==> src/rtl/instr_encoder.sv <==
// Packs decoded instruction fields into 16-bit words and writes them sequentially
// into instruction memory, with optional read-back verification.
module instr_encoder #(
  parameter int ADDR_W = 8,
  parameter bit VERIFY = 1'b1
) (
  input  logic              clk,
  input  logic              reset,
  input  logic              in_valid,
  output logic              in_ready,
  input  logic [2:0]        in_opcode,
  input  logic [2:0]        in_rs,
  input  logic [2:0]        in_rt,
  input  logic [2:0]        in_rd,
  input  logic [3:0]        in_funct,
  input  logic [15:0]       in_imm,
  input  logic              base_load,
  input  logic [ADDR_W-1:0] base_addr,
  output logic              imem_we,
  output logic [ADDR_W-1:0] imem_addr,
  output logic [15:0]       imem_wdata,
  input  logic [15:0]       imem_rdata,
  output logic [ADDR_W:0]   word_count,
  output logic              full,
  output logic              busy,
  output logic              err,
  output logic [1:0]        err_code
);

  localparam logic [ADDR_W:0]   DEPTH    = {1'b1, {ADDR_W{1'b0}}};
  localparam logic [ADDR_W-1:0] ADDR_ONE = ADDR_W'(1);
  localparam logic [ADDR_W:0]   CNT_ONE  = (ADDR_W + 1)'(1);

  typedef enum logic [2:0] {
    S_IDLE = 3'd0,
    S_ENC  = 3'd1,
    S_WR   = 3'd2,
    S_RD   = 3'd3,
    S_CMP  = 3'd4
  } state_t;

  function automatic logic [15:0] encode(input logic [2:0] op, input logic [2:0] rs,
                                         input logic [2:0] rt, input logic [2:0] rd,
                                         input logic [3:0] funct, input logic [15:0] imm);
    logic [15:0] w;
    case (op)
      3'b000:         w = {op, rs, rt, rd, funct};
      3'b010, 3'b011: w = {op, imm[12:0]};
      default:        w = {op, rs, rt, imm[6:0]};
    endcase
    return w;
  endfunction

  // slti zero-extends its immediate; the other I-types sign-extend theirs.
  function automatic logic imm_in_range(input logic [2:0] op, input logic [15:0] imm);
    logic ok;
    case (op)
      3'b000:         ok = 1'b1;
      3'b001:         ok = (imm[15:7] == 9'd0);
      3'b010, 3'b011: ok = (imm[15:13] == 3'd0);
      default:        ok = (imm[15:6] == 10'd0) || (imm[15:6] == 10'h3FF);
    endcase
    return ok;
  endfunction

  state_t            state_q;
  logic [2:0]        op_q, rs_q, rt_q, rd_q;
  logic [3:0]        funct_q;
  logic [15:0]       imm_q;
  logic              we_q;
  logic [ADDR_W-1:0] addr_q;
  logic [15:0]       wdata_q;
  logic [ADDR_W:0]   count_q;
  logic              full_q;
  logic              err_q;
  logic [1:0]        code_q;

  logic [15:0]       enc_word_d;
  logic              imm_ok_d;
  logic [ADDR_W-1:0] addr_d;
  logic [ADDR_W:0]   count_d;
  logic              accept_d;

  assign enc_word_d = encode(op_q, rs_q, rt_q, rd_q, funct_q, imm_q);
  assign imm_ok_d   = imm_in_range(op_q, imm_q);
  assign addr_d     = addr_q + ADDR_ONE;
  assign count_d    = count_q + CNT_ONE;
  assign in_ready   = (state_q == S_IDLE) && !full_q && !base_load;
  assign accept_d   = in_valid && in_ready;

  always_ff @(posedge clk) begin
    if (reset) begin
      state_q <= S_IDLE;
      op_q    <= 3'd0;
      rs_q    <= 3'd0;
      rt_q    <= 3'd0;
      rd_q    <= 3'd0;
      funct_q <= 4'd0;
      imm_q   <= 16'd0;
      we_q    <= 1'b0;
      addr_q  <= '0;
      wdata_q <= 16'd0;
      count_q <= '0;
      full_q  <= 1'b0;
      err_q   <= 1'b0;
      code_q  <= 2'b00;
    end else begin
      err_q <= 1'b0;
      case (state_q)
        S_IDLE: begin
          if (base_load) begin
            addr_q  <= base_addr;
            count_q <= '0;
            full_q  <= 1'b0;
          end else if (accept_d) begin
            op_q    <= in_opcode;
            rs_q    <= in_rs;
            rt_q    <= in_rt;
            rd_q    <= in_rd;
            funct_q <= in_funct;
            imm_q   <= in_imm;
            state_q <= S_ENC;
          end else begin
            state_q <= S_IDLE;
          end
        end
        S_ENC: begin
          wdata_q <= enc_word_d;
          if (imm_ok_d) begin
            we_q    <= 1'b1;
            state_q <= S_WR;
          end else begin
            err_q   <= 1'b1;
            code_q  <= 2'b01;
            state_q <= S_IDLE;
          end
        end
        S_WR: begin
          we_q <= 1'b0;
          if (VERIFY) begin
            state_q <= S_RD;
          end else begin
            addr_q  <= addr_d;
            count_q <= count_d;
            full_q  <= (count_d == DEPTH);
            state_q <= S_IDLE;
          end
        end
        S_RD: state_q <= S_CMP;
        // Read data for the held address is valid in this cycle.
        S_CMP: begin
          if (imem_rdata == wdata_q) begin
            addr_q  <= addr_d;
            count_q <= count_d;
            full_q  <= (count_d == DEPTH);
          end else begin
            err_q  <= 1'b1;
            code_q <= 2'b10;
          end
          state_q <= S_IDLE;
        end
        default: begin
          we_q    <= 1'b0;
          state_q <= S_IDLE;
        end
      endcase
    end
  end

  assign imem_we    = we_q;
  assign imem_addr  = addr_q;
  assign imem_wdata = wdata_q;
  assign word_count = count_q;
  assign full       = full_q;
  assign busy       = (state_q != S_IDLE);
  assign err        = err_q;
  assign err_code   = code_q;

endmodule

==> config.mk <==
export PLATFORM = sky130hd
export DESIGN_NAME = instr_encoder
export DESIGN_NICKNAME = d
export VERILOG_FILES = /design/src/rtl/instr_encoder.sv
export SDC_FILE = /design/constraint.sdc
export NUM_CORES = 1
export LEC_CHECK = 0
export CAP_MARGIN = 15
export CORE_ASPECT_RATIO = 0.9
export CORE_MARGIN = 3
export CORE_UTILIZATION = 40
export DETAILED_ROUTE_END_ITERATION = 7
export GPL_ROUTABILITY_DRIVEN = 1
export GPL_TIMING_DRIVEN = 1
export PLACE_DENSITY = 0.71
export REMOVE_ABC_BUFFERS = 1
export SYNTH_ARGS = -nofsm -noshare
export SYNTH_HDL_FRONTEND = slang
export SYNTH_SLANG_ARGS = --single-unit
==> constraint.sdc <==
create_clock -name clk -period 2.1 [get_ports clk]
set_input_delay 0.42 -clock clk [delete_from_list [all_inputs] [get_ports clk]]
set_output_delay 0.42 -clock clk [all_outputs]
set_load 0.03 [all_outputs]
## Word-level counts from Yosys, hierarchy flattened

Index checks and enable logic that the tools add are counted.

| storage, ports and cells | value |
|---|---|
| logic and storage cells | 77 |
| input bits | 60 |
| register bits after elaboration | 73 |

| cells by class | value |
|---|---|
| mux-type cells | 23 |
| equal/unequal tests | 16 |
| bitwise logic cells | 2 |
| reduce and logical (&&, ||, !) cells | 20 |
| $add $sub $neg | 2 |

Operators with widths:

| kind | count |
|---|---|
| 13-bit case mux with 2 select lines | 1 |
| 9-bit 2-to-1 mux | 2 |
| 9-bit case mux with 2 select lines | 1 |
| 16-bit == test | 1 |
| 8-bit 2-to-1 mux | 2 |
| 8-bit case mux with 2 select lines | 1 |
| 3-bit by 2-bit == test with 1-bit output (second input constant) | 4 |
| 2-bit != test (second input constant) | 6 |
| 3-bit case mux with 4 select lines | 1 |
| 10-bit == test (second input constant) | 1 |
| 10-bit zero test | 1 |
| 9-bit by 1-bit adder with 9-bit output (second input constant) | 1 |
| 9-bit == test (second input constant) | 1 |
| 3-bit zero test | 3 |
| 9-bit zero test | 1 |
| 3-bit AND reduction | 3 |
| 8-bit by 1-bit adder with 8-bit output (second input constant) | 1 |
| 3-bit by 1-bit == test with 1-bit output (second input constant) | 2 |
| 1-bit 2-to-1 mux | 6 |
| 2-bit 2-to-1 mux | 3 |
| 1-bit case mux with 2 select lines | 3 |
| 2-bit case mux with 2 select lines | 1 |
| 2-bit nonzero test | 2 |
| 3-bit == test (second input constant) | 1 |
| 10 further kinds | 14 |

## Logic depth before layout (Yosys ltp)

| depth | value |
|---|---|
| depth after elaboration | 7 |
| gate-level depth with buffers | 8 |
| depth with buffers taken out | 6 |

## Worst setup path before layout

OpenSTA, ideal clock, no wires.

| timing | value |
|---|---|
| kind | register to register |
| start point | register state_q[0] |
| end point | register imm_q[10] |
| path slack | 0.139 ns |
| path buffers | 2 |
| arrival | 1.891 ns |
| stages on the path, launching flop included | 9 |
| setup time | 0.070 ns |
| path through | dfxtp_1 nor3_2 inv_1 nor3_2 and2_1 buf_2 buf_2 nand2_1 a21oi_1 |

| on the way | value |
|---|---|
| word-level cells in the longest chain between the ends | 5 |

RTL lines:

| element | line | RTL |
|---|---|---|
| start: declaration | 66 | `state_t state_q;` |
| start signal: assignment | 93 | `state_q <= S_IDLE;` |
| start signal: assignment | 122 | `state_q <= S_ENC;` |
| start signal: assignment | 124 | `state_q <= S_IDLE;` |
| 3-bit zero test | 88 | `assign in_ready = (state_q == S_IDLE) && !full_q && !base_load;` |
| 1-bit logical AND (2 in series) | 88 |  |
| via in_ready | 10 | `output logic in_ready,` |
| 1-bit logical AND | 89 | `assign accept_d = in_valid && in_ready;` |
| 3-bit AND reduction (no line) | - |  |
| end signal: assignment | 121 | `imm_q <= in_imm;` |
| end: declaration | 69 | `logic [15:0] imm_q;` |

The timed path passes the listed nets, and every way through them passes these cells.
A chain may end at the register's enable or synchronous reset.

## Worst setup path after layout

| timing | value |
|---|---|
| start point | input port imem_rdata[0] |
| end point | register addr_q[4] (netlist: imem_addr[4]) |

| on the way | value |
|---|---|
| word-level cells in the longest chain between the ends | 3 |

RTL lines:

| element | line | RTL |
|---|---|---|
| start: declaration | 22 | `input logic [15:0] imem_rdata,` |
| 16-bit == test | 152 | `if (imem_rdata == wdata_q) begin` |
| 2-bit != test (no line) | - |  |
| 3-bit AND reduction (no line) | - |  |
| end signal: assignment | 112 | `addr_q <= base_addr;` |
| end signal: assignment | 143 | `addr_q <= addr_d;` |
| end signal: assignment | 153 | `addr_q <= addr_d;` |
| end: declaration | 71 | `logic [ADDR_W-1:0] addr_q;` |

Every way passes these cells.

==> results by group <==
Timing
  – Final setup fails: 0
  – Final Hold Fails: 0
  – Skew final: 0.007618 ns
  – Pins Over Slew Limit: 0
  – RSZ-0062 raised after global routing: yes
  – Slew margin rel.: 66.79%
  – Tmin final: between 2 and 2.5 ns
  – Worst Setup Slack, final: 0.06261 ns
  – Slew @ Worst Pin: roughly 0.50 ns
  – Fin crit share: 97.02%
  – Max Fclk: 490.8 MHz

Critical path
  – WP data required: 2.35 ns
  – Slowest CP cell: clkdlybuf4s50_1
  – Crit Path Max Fanout: 11
  – CP arrival: 2.29 ns
  – Crit path top cell by count: buf_4
  – Crit end category: flip-flop
  – Slowest cell delay on critical path: about 0.41 ns
  – Ordered cell list for the critical path: clkdlybuf4s50_1, xor2_1, nor4_2, buf_4, nand4_1, buf_4, o31a_1, a311oi_1
  – CP Launch Type: input pin
  – WS Path Type: in2reg

Synthesis
  – Simple-gate portion of the synthesized area: 22.88%
  – Number of enable flip-flop cells after synthesis: 0
  – Post-synthesis mux area share: between 4 and 5%
  – Ys async rst share: 0%
  – Syn avg cell area: 8.302 um2
  – Post-synthesis xor/xnor area fraction: 5.060%
  – Cells after Synth: 417
  – Synth area leaders: dfxtp_1 42%, nand2_1 9.3%, a21oi_1 5.6%, mux2i_1 4.9%, xor2_1 4.3%
  – Main synth FF type: dfxtp_1
  – Synth top cells by count: 86 x nand2_1, 73 x dfxtp_1, 39 x a21oi_1
  – Most numerous cell in the Yosys netlist: nand2_1
  – Sequential-to-total area share from yosys stat: 42.21%
  – Flops & latches, synth: 73
  – Mapped cell area: 0.003462 mm2
  – Top cell type's share of synthesized area: 42.21%
  – Synth Area in Adders: 1.084%
  – Yosys cell types: 50
  – Complex-gate fraction of the synthesized area: 20.02%
  – Main combinational cell family by area after synthesis: simple AND/OR/NAND/NOR gates
  – Syn. warnings: 0
  – Leading area contributor after synthesis: dfxtp_1

Layout
  – Layout cells sized above 1: 9.886%
  – Diode count: 0
  – Area grow syn2layout: 41.56%
  – Final #Nets: 584
  – Fin util: 59.60%

Power and ir drop
  – PD cells: ~710 mW/mm2
  – Total power draw: about 0.0035 W
  – Max VDD drop: 0.3564 mV
  – Leakage: 1.848 nW

Job
  – Max-Cap Viols: 0

Route
  – Vias per inst: 5.317
  – Routed len/inst: 14.74 um
  – DRT iter0 DRCs: 132
  – Pre-antenna DRT Iters: 4
  – Vias: 3408
  – Antenna-violating nets left: 0
  – Number of remaining DRC errors: 0
  – Routed Wire Length: between 9000 and 10000 um

Die
  – Starting Density: 42.10%
  – Die extent in x: between 100 and 150 um
  – Row cnt: 31
  – Total core area: 0.008223 mm2
  – DIE HEIGHT: 94.26 um
  – I/O pins: 100
  – Die area: 0.009809 mm2

CTS
  – Hold-fix buffers at CTS: 0
  – CTS tree: built
  – Post-CTS Setup Repair Bufs: 0
  – Htree depth: 3
  – CTS Buf Count: 9
  – Worst skew pair latency: 0.35 ns
  – Clk slew on worst S/H paths: ~0.08 ns
  – CTS Root Cell: clkbuf_8
  – Clk buf depth: 2
  – Clock sink count: 73

Global routing
  – Initial antenna violation count: 0
  – Grt total ovfl: 0
  – Largest net degree at the start of global routing: 37
  – Gr usage total: 19.22%
  – First-pass GRT wire length: 15340 um
  – Vias in the first global route: 3191

Placement
  – Post-DP HPWL: between 6000 and 7000 um
  – Count of buffers from port buffering: 99
  – RePlAce Congestion: 0.8488
  – Setup WS pre-CTS: -0.4456 ns

Outcome
  – Status: complete, no violations

Hold path
  – Tightest Hold Check Type: reg2reg
worst max-delay path: cells and delay by family:
family	cells	cell delay [ns]
buffers and inverters	3	0.78
AO/OA/AOI/OAI	2	0.51
AND/OR/NAND/NOR	2	0.44
XOR/XNOR	1	0.15
cells in the final DEF, fill, tap and decap left out, types with 3 or more instances in the layout:
cell / instances
nor2_1: 23
mux2i_1: 17
o211ai_1: 5
nor4_1: 4
clkdlybuf4s50_1: 95
nand4_1: 5
nand2_1: 86
o22ai_1: 3
xor2_1: 17
buf_4: 21
and3_1: 8
inv_1: 3
dfxtp_1: 73
a21oi_1: 39
o21ai_0: 5
nor3_1: 8
ha_1: 3
a31oi_1: 6
nand2b_1: 4
a211oi_1: 16
a311oi_1: 7
and2_1: 5
nor2b_1: 3
or3_1: 3
clkbuf_8: 9
nor3_2: 3
xnor2_1: 3
nand3_1: 8
flip-flops by register name, summed over array words and instances, names as in the netlist:
| name | cells |
|---|---|
| imem_addr | 8 |
| err_code | 2 |
| funct_q | 4 |
| imem_we | 1 |
| rd_q | 3 |
| imm_q | 16 |
| op_q | 3 |
| imem_wdata | 16 |
| state_q | 3 |
| err | 1 |
| full | 1 |
| rs_q | 3 |
| word_count | 9 |
| rt_q | 3 |
power by group:
part,internal [W],total [W],switching (W)
clock network,0.000679,0.00124,0.000561
logic,0.000332,0.000684,0.000351
registers,0.00146,0.00154,0.0000815
total,0.00247,0.00347,0.000993
path summary, 6_finish.rpt:
kind,from,to,slack [ns],cells after the start
worst max register to register,imem_wdata[0]$_SDFFE_PP0P_,imem_addr[4]$_SDFFE_PP0P_,0.17,7
worst min-delay path,imm_q[1]$_SDFFE_PP0P_,imm_q[1]$_SDFFE_PP0P_,0.46,2
worst min register to register,imm_q[1]$_SDFFE_PP0P_,imm_q[1]$_SDFFE_PP0P_,0.46,2
worst max-delay path,imem_rdata[0],imem_addr[4]$_SDFFE_PP0P_,0.06,8
per-layer routing:
metal | up-vias | wire [um] | GRT usage, %
met3 | 6 | 673 | 5.979
li1 | 1699 | - | -
met4 | 0 | 65 | 4.319
met5 | - | 0 | 0
met1 | 1584 | 4451 | 25.29
met2 | 119 | 4256 | 31.06
through the flow:
stage	hold WS (ns)	setup TNS, ns	instance area [um2]	instances
after floorplan	0.4296	-4.847	3344	389
after global placement	0.4425	-6.637	4652	625
final	0.4558	0	4901	641
after detailed placement	0.4480	-6.980	4652	625
after global routing	0.4859	-0.002443	4901	641
after CTS	0.4597	0	4888	641
timing repair:
item | CTS | global route
resized for setup | 3 | 5
pin swaps | 0 | 5
setup endpoints to repair | 8 | 9
logic make-up (layout without fill, tap and decap cells):
family | count (synthesis) | count (layout)
DFF | 73 | 73
and+or+nand+nor | 169 | 169
buffers and inverters | 32 | 141
muxes | 17 | 17
adders and majority gates | 3 | 3
xor gates and xnor gates | 20 | 20
AOI/OAI and AO/OA | 103 | 103
final cells by class:
type                    count  area, um2
fillers                   752       3322
inverters                   4      15.01
multi-input cells         312       1889
well taps                 115      143.9
clock buffers               9      123.9
repair buffers            121       1166
flip-flops and latches     73       1461
clock inverters             7      101.3
(Power assumes the default switching activity.)
